## config.mk

```make
export PLATFORM = sky130hd
export DESIGN_NAME = pdm_decimator
export DESIGN_NICKNAME = d
export VERILOG_FILES = /design/src/rtl/pdm_decimator.sv
export SDC_FILE = /design/constraint.sdc
export NUM_CORES = 1
export LEC_CHECK = 0
export BUFFER_PORTS_ARGS = -buffer_cell sky130_fd_sc_hd__buf_2
export CORE_ASPECT_RATIO = 1.25
export CORE_MARGIN = 2
export CORE_UTILIZATION = 58
export DETAILED_ROUTE_END_ITERATION = 7
export PLACE_DENSITY_LB_ADDON = 0.12
export SLEW_MARGIN = 20
export SYNTH_ARGS = -nofsm -noshare
export SYNTH_HDL_FRONTEND = slang
export SYNTH_SLANG_ARGS = --single-unit
```

## constraint.sdc

```tcl
create_clock -name clk_i -period 11.25 [get_ports clk_i]
set_input_delay 2.25 -clock clk_i [delete_from_list [all_inputs] [get_ports clk_i]]
set_output_delay 2.25 -clock clk_i [all_outputs]
set_load 0.05 [all_outputs]
```

## src/rtl/pdm_decimator.sv

```systemverilog
`default_nettype none
// ============================================================================
//  Module   : pdm_decimator
//  Brief    : PDM clock generator, 1-bit sampler and 3rd-order CIC decimator
//             producing signed PCM samples with a one-cycle valid strobe.
//  Revision : 1.0
// ============================================================================

module pdm_decimator #(
    parameter int CLK_DIV  = 2,
    parameter int DEC_RATE = 64,
    parameter int LOG2_DEC = 6,
    parameter int O_BW     = 8
) (
    input  logic            clk_i,
    input  logic            rst_n_i,
    input  logic            en_i,
    input  logic            pdm_i,
    output logic            pdm_clk_o,
    output logic [O_BW-1:0] data_o,
    output logic            valid_o,
    output logic            sat_o
);

    localparam int c_width = 3*LOG2_DEC + 2;
    localparam int c_shift = 3*LOG2_DEC - 7;
    localparam int c_div_w = $clog2(CLK_DIV);

    localparam logic [c_div_w-1:0]        c_div_last    = c_div_w'(CLK_DIV - 1);
    localparam logic [c_div_w-1:0]        c_half        = c_div_w'(CLK_DIV / 2);
    localparam logic [c_div_w-1:0]        c_strobe_at   = c_div_w'(CLK_DIV / 2 - 1);
    localparam logic [LOG2_DEC-1:0]       c_dec_last    = LOG2_DEC'(DEC_RATE - 1);
    localparam logic [1:0]                c_settle_done = 2'd3;
    localparam logic signed [c_width-1:0] c_plus_one    = c_width'(1);
    localparam logic signed [c_width-1:0] c_minus_one   = '1;
    localparam logic signed [c_width-1:0] c_out_max     = c_width'((2**(O_BW-1)) - 1);
    localparam logic signed [c_width-1:0] c_out_min     = ~c_out_max;

    // ------------------------------------------------------------------
    // Clock divider and sample strobe
    // ------------------------------------------------------------------
    logic               r_active;
    logic [c_div_w-1:0] r_div_cnt;
    logic               r_pdm_clk;
    logic [c_div_w-1:0] w_div_next;
    logic               w_strobe;

    // The first enabled edge only arms the divider, so the microphone sees a
    // full high phase before the first sample is taken.
    always_comb begin
        w_div_next = '0;
        if (r_active && (r_div_cnt != c_div_last)) begin
            w_div_next = r_div_cnt + c_div_w'(1);
        end
    end

    assign w_strobe = r_active && (r_div_cnt == c_strobe_at);

    always_ff @(posedge clk_i or negedge rst_n_i) begin
        if (!rst_n_i) begin
            r_active  <= 1'b0;
            r_div_cnt <= '0;
            r_pdm_clk <= 1'b0;
        end else if (!en_i) begin
            r_active  <= 1'b0;
            r_div_cnt <= '0;
            r_pdm_clk <= 1'b0;
        end else begin
            r_active  <= 1'b1;
            r_div_cnt <= w_div_next;
            r_pdm_clk <= (w_div_next < c_half);
        end
    end

    // ------------------------------------------------------------------
    // Integrators and decimation counter
    // ------------------------------------------------------------------
    logic signed [c_width-1:0] r_int1;
    logic signed [c_width-1:0] r_int2;
    logic signed [c_width-1:0] r_int3;
    logic signed [c_width-1:0] r_comb_in;
    logic [LOG2_DEC-1:0]       r_dec_cnt;
    logic                      r_tick;
    logic signed [c_width-1:0] w_x;
    logic signed [c_width-1:0] w_int1_next;
    logic signed [c_width-1:0] w_int2_next;
    logic signed [c_width-1:0] w_int3_next;
    logic                      w_frame_end;

    assign w_x         = pdm_i ? c_plus_one : c_minus_one;
    assign w_int1_next = r_int1 + w_x;
    assign w_int2_next = r_int2 + w_int1_next;
    assign w_int3_next = r_int3 + w_int2_next;
    assign w_frame_end = w_strobe && (r_dec_cnt == c_dec_last);

    // Wrap-around in the accumulators is harmless: the combs cancel it.
    always_ff @(posedge clk_i or negedge rst_n_i) begin
        if (!rst_n_i) begin
            r_int1    <= '0;
            r_int2    <= '0;
            r_int3    <= '0;
            r_comb_in <= '0;
            r_dec_cnt <= '0;
            r_tick    <= 1'b0;
        end else if (!en_i) begin
            r_int1    <= '0;
            r_int2    <= '0;
            r_int3    <= '0;
            r_comb_in <= '0;
            r_dec_cnt <= '0;
            r_tick    <= 1'b0;
        end else begin
            r_tick <= w_frame_end;
            if (w_strobe) begin
                r_int1    <= w_int1_next;
                r_int2    <= w_int2_next;
                r_int3    <= w_int3_next;
                r_dec_cnt <= r_dec_cnt + LOG2_DEC'(1);
            end
            if (w_frame_end) begin
                r_comb_in <= w_int3_next;
            end
        end
    end

    // ------------------------------------------------------------------
    // Comb section, evaluated in the cycle following the decimate tick
    // ------------------------------------------------------------------
    logic signed [c_width-1:0] r_dly1;
    logic signed [c_width-1:0] r_dly2;
    logic signed [c_width-1:0] r_dly3;
    logic signed [c_width-1:0] w_c1;
    logic signed [c_width-1:0] w_c2;
    logic signed [c_width-1:0] w_c3;

    assign w_c1 = r_comb_in - r_dly1;
    assign w_c2 = w_c1 - r_dly2;
    assign w_c3 = w_c2 - r_dly3;

    always_ff @(posedge clk_i or negedge rst_n_i) begin
        if (!rst_n_i) begin
            r_dly1 <= '0;
            r_dly2 <= '0;
            r_dly3 <= '0;
        end else if (!en_i) begin
            r_dly1 <= '0;
            r_dly2 <= '0;
            r_dly3 <= '0;
        end else if (r_tick) begin
            r_dly1 <= r_comb_in;
            r_dly2 <= w_c1;
            r_dly3 <= w_c2;
        end
    end

    // ------------------------------------------------------------------
    // Scaling, saturation, settle suppression and output registers
    // ------------------------------------------------------------------
    logic signed [c_width-1:0] w_scaled;
    logic                      w_sat_hi;
    logic                      w_sat_lo;
    logic [O_BW-1:0]           w_result;
    logic [1:0]                r_settle;
    logic [O_BW-1:0]           r_data;
    logic                      r_valid;
    logic                      r_sat;

    assign w_scaled = w_c3 >>> c_shift;
    assign w_sat_hi = (w_scaled > c_out_max);
    assign w_sat_lo = (w_scaled < c_out_min);

    always_comb begin
        w_result = w_scaled[O_BW-1:0];
        if (w_sat_hi) begin
            w_result = c_out_max[O_BW-1:0];
        end else if (w_sat_lo) begin
            w_result = c_out_min[O_BW-1:0];
        end
    end

    // The first three results carry the comb start-up transient and are
    // dropped; the counter then sticks at its terminal value.
    always_ff @(posedge clk_i or negedge rst_n_i) begin
        if (!rst_n_i) begin
            r_settle <= '0;
            r_data   <= '0;
            r_valid  <= 1'b0;
            r_sat    <= 1'b0;
        end else if (!en_i) begin
            r_settle <= '0;
            r_data   <= '0;
            r_valid  <= 1'b0;
            r_sat    <= 1'b0;
        end else begin
            r_valid <= 1'b0;
            r_sat   <= 1'b0;
            if (r_tick) begin
                if (r_settle == c_settle_done) begin
                    r_data  <= w_result;
                    r_valid <= 1'b1;
                    r_sat   <= w_sat_hi || w_sat_lo;
                end else begin
                    r_settle <= r_settle + 2'd1;
                end
            end
        end
    end

    assign pdm_clk_o = r_pdm_clk;
    assign data_o    = r_data;
    assign valid_o   = r_valid;
    assign sat_o     = r_sat;

endmodule

`default_nettype wire
```

* Word level (Yosys, flattened, before mapping)
Index checks and enable logic that the tools add are counted.
** Storage, ports and cells
- Register bits after elaboration :: 162
- Bits of input ports :: 4
- Logic and storage cells :: 77
** Operators by class
- $add $sub $neg :: 9
- Order comparisons :: 3
- Eq/ne operators :: 7
- Muxes and demuxes :: 36
- Bitwise logic cells :: 1
- Reductions and logical operators :: 5
** Operator list (number)
- 2-to-1 mux 20 bit :: 15
- adder 20 bit :: 3
- subtractor 20 bit :: 3
- 2-to-1 mux 8 bit :: 5
- 2-to-1 mux 6 bit :: 2
- 2-to-1 mux 1 bit :: 11
- > comparator 9 x 8 -> 1 bit, second input constant :: 1
- < comparator 9 x 8 -> 1 bit, second input constant :: 1
- != test 2 x 1 -> 1 bit, second input constant :: 4
- adder 6 x 1 -> 6 bit, second input constant :: 1
- equality test 6 bit, second input constant :: 1
- 2-to-1 mux 2 bit :: 3
- AND reduction 2 bit :: 2
- adder 2 x 1 -> 2 bit, second input constant :: 1
- equality test 2 bit, second input constant :: 1
- logical AND 1 bit :: 2
- != test 2 bit, second input constant :: 1
- adder 1 bit, second input constant :: 1
- logical OR 1 bit :: 1
- < comparator 1 bit, second input constant :: 1
- inverter 1 bit :: 1

* Depth between registers and ports, before layout
- Word-level depth :: 9
- Depth in mapped cells :: 30

* Least setup slack after synthesis
OpenSTA, ideal clock, no wires.
- Path kind :: input -> register
- Start point :: input pdm_i
- End point :: register r_int3[19]
- Library setup time :: 0.079 ns
- Arrival :: 7.211 ns
- Data required time :: 11.171 ns
- Path slack :: 3.959 ns
- Stages on the path :: 25
- Path buffers :: 0
- Cell sequence :: inv_1 -> ha_1 -> a211o_1 -> a21oi_1 -> o21ai_0 -> a41oi_1 -> nor2b_1 -> o21ai_0 -> a31oi_1 -> xnor2_1 -> ha_1 -> a21oi_1 -> nor3b_1 -> o211ai_1 -> a31oi_1 -> xnor2_1 -> ha_1 -> or2_2 -> a21o_1 -> o21ai_0 -> o21ai_0 -> a31oi_1 -> nand2_1 -> mux2i_1 -> mux2i_1
** Between the ends
- Word-level cells in the longest chain between the ends :: 6
** RTL lines
- start, declared :: line 18 : input logic pdm_i,
- 2-to-1 mux 20 bit :: line 90 : assign w_x = pdm_i ? c_plus_one : c_minus_one;
- adder 20 bit :: line 91 : assign w_int1_next = r_int1 + w_x;
- adder 20 bit :: line 92 : assign w_int2_next = r_int2 + w_int1_next;
- adder 20 bit :: line 93 : assign w_int3_next = r_int3 + w_int2_next;
- 2-to-1 mux 20 bit :: line 114 : if (w_strobe) begin
- 2-to-1 mux 20 bit :: line 105 : end else if (!en_i) begin
- end signal, assigned :: line 117 : r_int3 <= w_int3_next;
- end, declared :: line 80 : logic signed [c_width-1:0] r_int3;
Every way passes these cells. The select of a mux whose other input is x is not followed.
A chain may end at the register's enable or synchronous reset.

* Final worst setup path
Ends and elaborated chain as after synthesis.

==> flow_summary.json <==
{
  "critPathSlowestCell": "inv_1",
  "dpl.hpwl_um": 16740,
  "synth_compound_area_frac": 0.1959,
  "start_util": 0.5891,
  "antenna_found_initial": 0,
  "seq_area_frac_synth": 0.3548,
  "cts_sinks": 162,
  "num_vias": 8914,
  "ant_nets": 0,
  "cts_buffer_depth": 2,
  "gr-total-overflow": 0,
  "synth_xor_area_frac": 0.06942,
  "cts_tree": "done",
  "max_freq_mhz": 129.0,
  "groute.usage.overall": 0.2353,
  "synthArstFlopShare": 1.000,
  "status": "complete, no violations",
  "die_x_um": 129.5,
  "worstPathArrival_ns": 8.11,
  "max_slew_margin": 0.4303,
  "cap_violations": 0,
  "pre_cts_ws_ns": 3.063,
  "cts-hold-fix-buffers": 0,
  "cts_buffers": 17,
  "grt_setup_unrepaired": "false",
  "final.setup.tns_ns": 0,
  "viasPerCell": 5.692,
  "drtIter0Drc": 418,
  "die_area_sq_um": 20850,
  "syn_nets": 1410,
  "dp_cells": 1534,
  "crit_type": "in2reg",
  "dpl_cell_area_sq_um": 11770,
  "muxShareOfSynthArea": 0.05113,
  "stdcell_count": 1566,
  "clk_latency_ns": 0.43,
  "first_global_vias": 8657,
  "syn_area_sq_um": 11430,
  "worst_pin_slew_ns": 0.8546,
  "synthSimpleGateAreaFrac": 0.1506,
  "syn_to_final_growth_pct": 8.047,
  "slew_viol_final": 0,
  "globalplace.congestion": 0.8350,
  "synthAdderAreaFrac": 0.1336,
  "cts_resized": 0,
  "ys_ff_latch": 162,
  "final.fill_count": 1720,
  "grt_pass1_wl_um": 39960,
  "num_rows": 57,
  "htreeDepth": 4,
  "port_buffers": 14,
  "num_antenna_cells": 0,
  "path_common_cell": "o21ai_0",
  "cts_setup_buffers": 0,
  "drc": 0,
  "synth.distinct_cells": 66,
  "end_kind": "flop",
  "synthCells": 1287,
  "path_max_fanout": 18,
  "worst_ep_required_time_ns": 11.61,
  "fin_worst_skew_ns": 0.007125,
  "crit_buf_inv": 2,
  "drive_gt1_frac": 0.05842,
  "synth_top_flop_cell": "dfrtp_1",
  "path_clk_slew_ns": 0.07,
  "fin_area_sq_um": 12350,
  "grt_max_degree": 107,
  "setup.worst_path.start_class": "input port",
  "die_h_um": 160.9,
  "cpPeakStageDelay_ns": 0.49,
  "hold_class": "reg2reg",
  "ys_warn_count": 0,
  "worst_slack_ns": 3.501,
  "post-route-period-util": 0.6888,
  "synth_edf_count": 0,
  "syn_area_per_cell_sq_um": 8.879,
  "synth_top_family_by_area": "compound AO/OA/AOI/OAI gates",
  "critPathTopFamily": "compound AO/OA/AOI/OAI gates",
  "core-area_sq_um": 19400,
  "ios": 15,
  "routedWlPerCell_um": 14.96,
  "wirelength_um": 23440,
  "setup_viol": 0,
  "fin_nets": 1411,
  "report.final.hold_viol_count": 0,
  "period_minus_slack_ns": 7.749,
  "firstDrtPassIters": 6,
  "cts_root_buf": "clkbuf_16"
}
-- kinds of logic (layout without fill, tap and decap cells) --
logic type,count (synthesis),in the layout
buffers and inverters,136,150
DFF,162,162
AOI/OAI and AO/OA,338,338
muxes,58,58
xor gates and xnor gates,89,89
adders and majority gates,119,119
and+or+nand+nor,385,385
-- layout make-up --
| type | instances | area, sq um | area share |
|---|---|---|---|
| clock buffers | 19 | 452.9 | 0.03668 |
| clock inverters | 13 | 123.9 | 0.01003 |
| inverters | 94 | 354.1 | 0.02868 |
| multi-input cells | 989 | 6873 | 0.5566 |
| flip-flops and latches | 162 | 4058 | 0.3286 |
| well taps | 265 | 331.6 | 0.02685 |
| repair buffers | 24 | 153.9 | 0.01246 |
-- state kept, by name, summed over array words and instances (netlist names), 2 cells and up --
signal,flops
r_comb_in,20
r_dly1,20
r_dly2,20
r_dly3,20
r_int1,20
r_int2,20
r_int3,20
data_o,8
r_dec_cnt,6
r_settle,2
-- through the flow --
stage	util	hold WS, ns
2_1_floorplan	-	0.4555
4_1_cts	0.6364	0.4809
3_3_place_gp	0.6066	0.4590
5_1_grt	0.6365	0.5073
6_report	0.6365	0.4750
3_5_place_dp	0.6066	0.4649
-- cell usage after synthesis (all sizes together), types with 13 or more instances --
cell type,n,area share
o21a,19,0.012
o21ai,63,0.028
xnor2,60,0.046
nand3,28,0.012
mux2i,55,0.048
nor3,14,0.0061
a21o,38,0.025
nor2b,14,0.0077
o311ai,13,0.011
xor2,28,0.021
a21oi,104,0.046
ha,114,0.12
nand2,142,0.047
inv,93,0.031
nand2b,13,0.0071
clkbuf,33,0.011
nor2,123,0.041
a22o,17,0.013
dfrtp,162,0.35
-- layout by cell type, fill, tap and decap left out, drive strengths merged, types with 5 or more instances in the layout --
| cell | count |
|---|---|
| fa | 5 |
| o21a | 19 |
| mux2i | 55 |
| dfrtp | 162 |
| o311ai | 13 |
| or3 | 10 |
| a211oi | 12 |
| o31a | 6 |
| nand3 | 28 |
| a22o | 17 |
| nor2b | 14 |
| a21o | 38 |
| and2 | 5 |
| nor3 | 14 |
| buf | 23 |
| clkinvlp | 6 |
| nand2b | 13 |
| clkbuf | 20 |
| and3 | 10 |
| xor2 | 28 |
| nand4 | 9 |
| nand2 | 142 |
| ha | 114 |
| a21oi | 104 |
| nor2 | 123 |
| o211ai | 8 |
| o21bai | 10 |
| o21ai | 63 |
| xnor2 | 60 |
| a31oi | 12 |
| inv | 96 |
-- final timing paths --
check                             start            end  slack, ns  cells after the start
setup / recovery                  pdm_i     r_int3[19]       3.50                     26
hold / removal                data_o[7]      data_o[7]       0.48                      2
setup reg to reg           r_comb_in[0]      data_o[6]       4.43                     29
hold reg to reg               data_o[7]      data_o[7]       0.48                      2
max in group asynchronous       rst_n_i  r_comb_in[12]       8.03                      2
min in group asynchronous       rst_n_i      r_dly3[1]       1.94                      1
-- layer usage --
layer  track usage  wire length, um  vias up
met3       0.03298              447       29
met2        0.4368            12230       92
met4       0.06891              434        0
met5             0                0        -
met1        0.2789            10320     4247
li1              -                -     4546
-- worst min-delay path, stage by stage, from the launching register on --
cell and delay [ns]:
dfrtp_1 0.34, nand2_1 0.04, o21ai_0 0.06
Power is not shown: default switching activity piles up to over one toggle a cycle in this logic, so the estimate is an artifact.
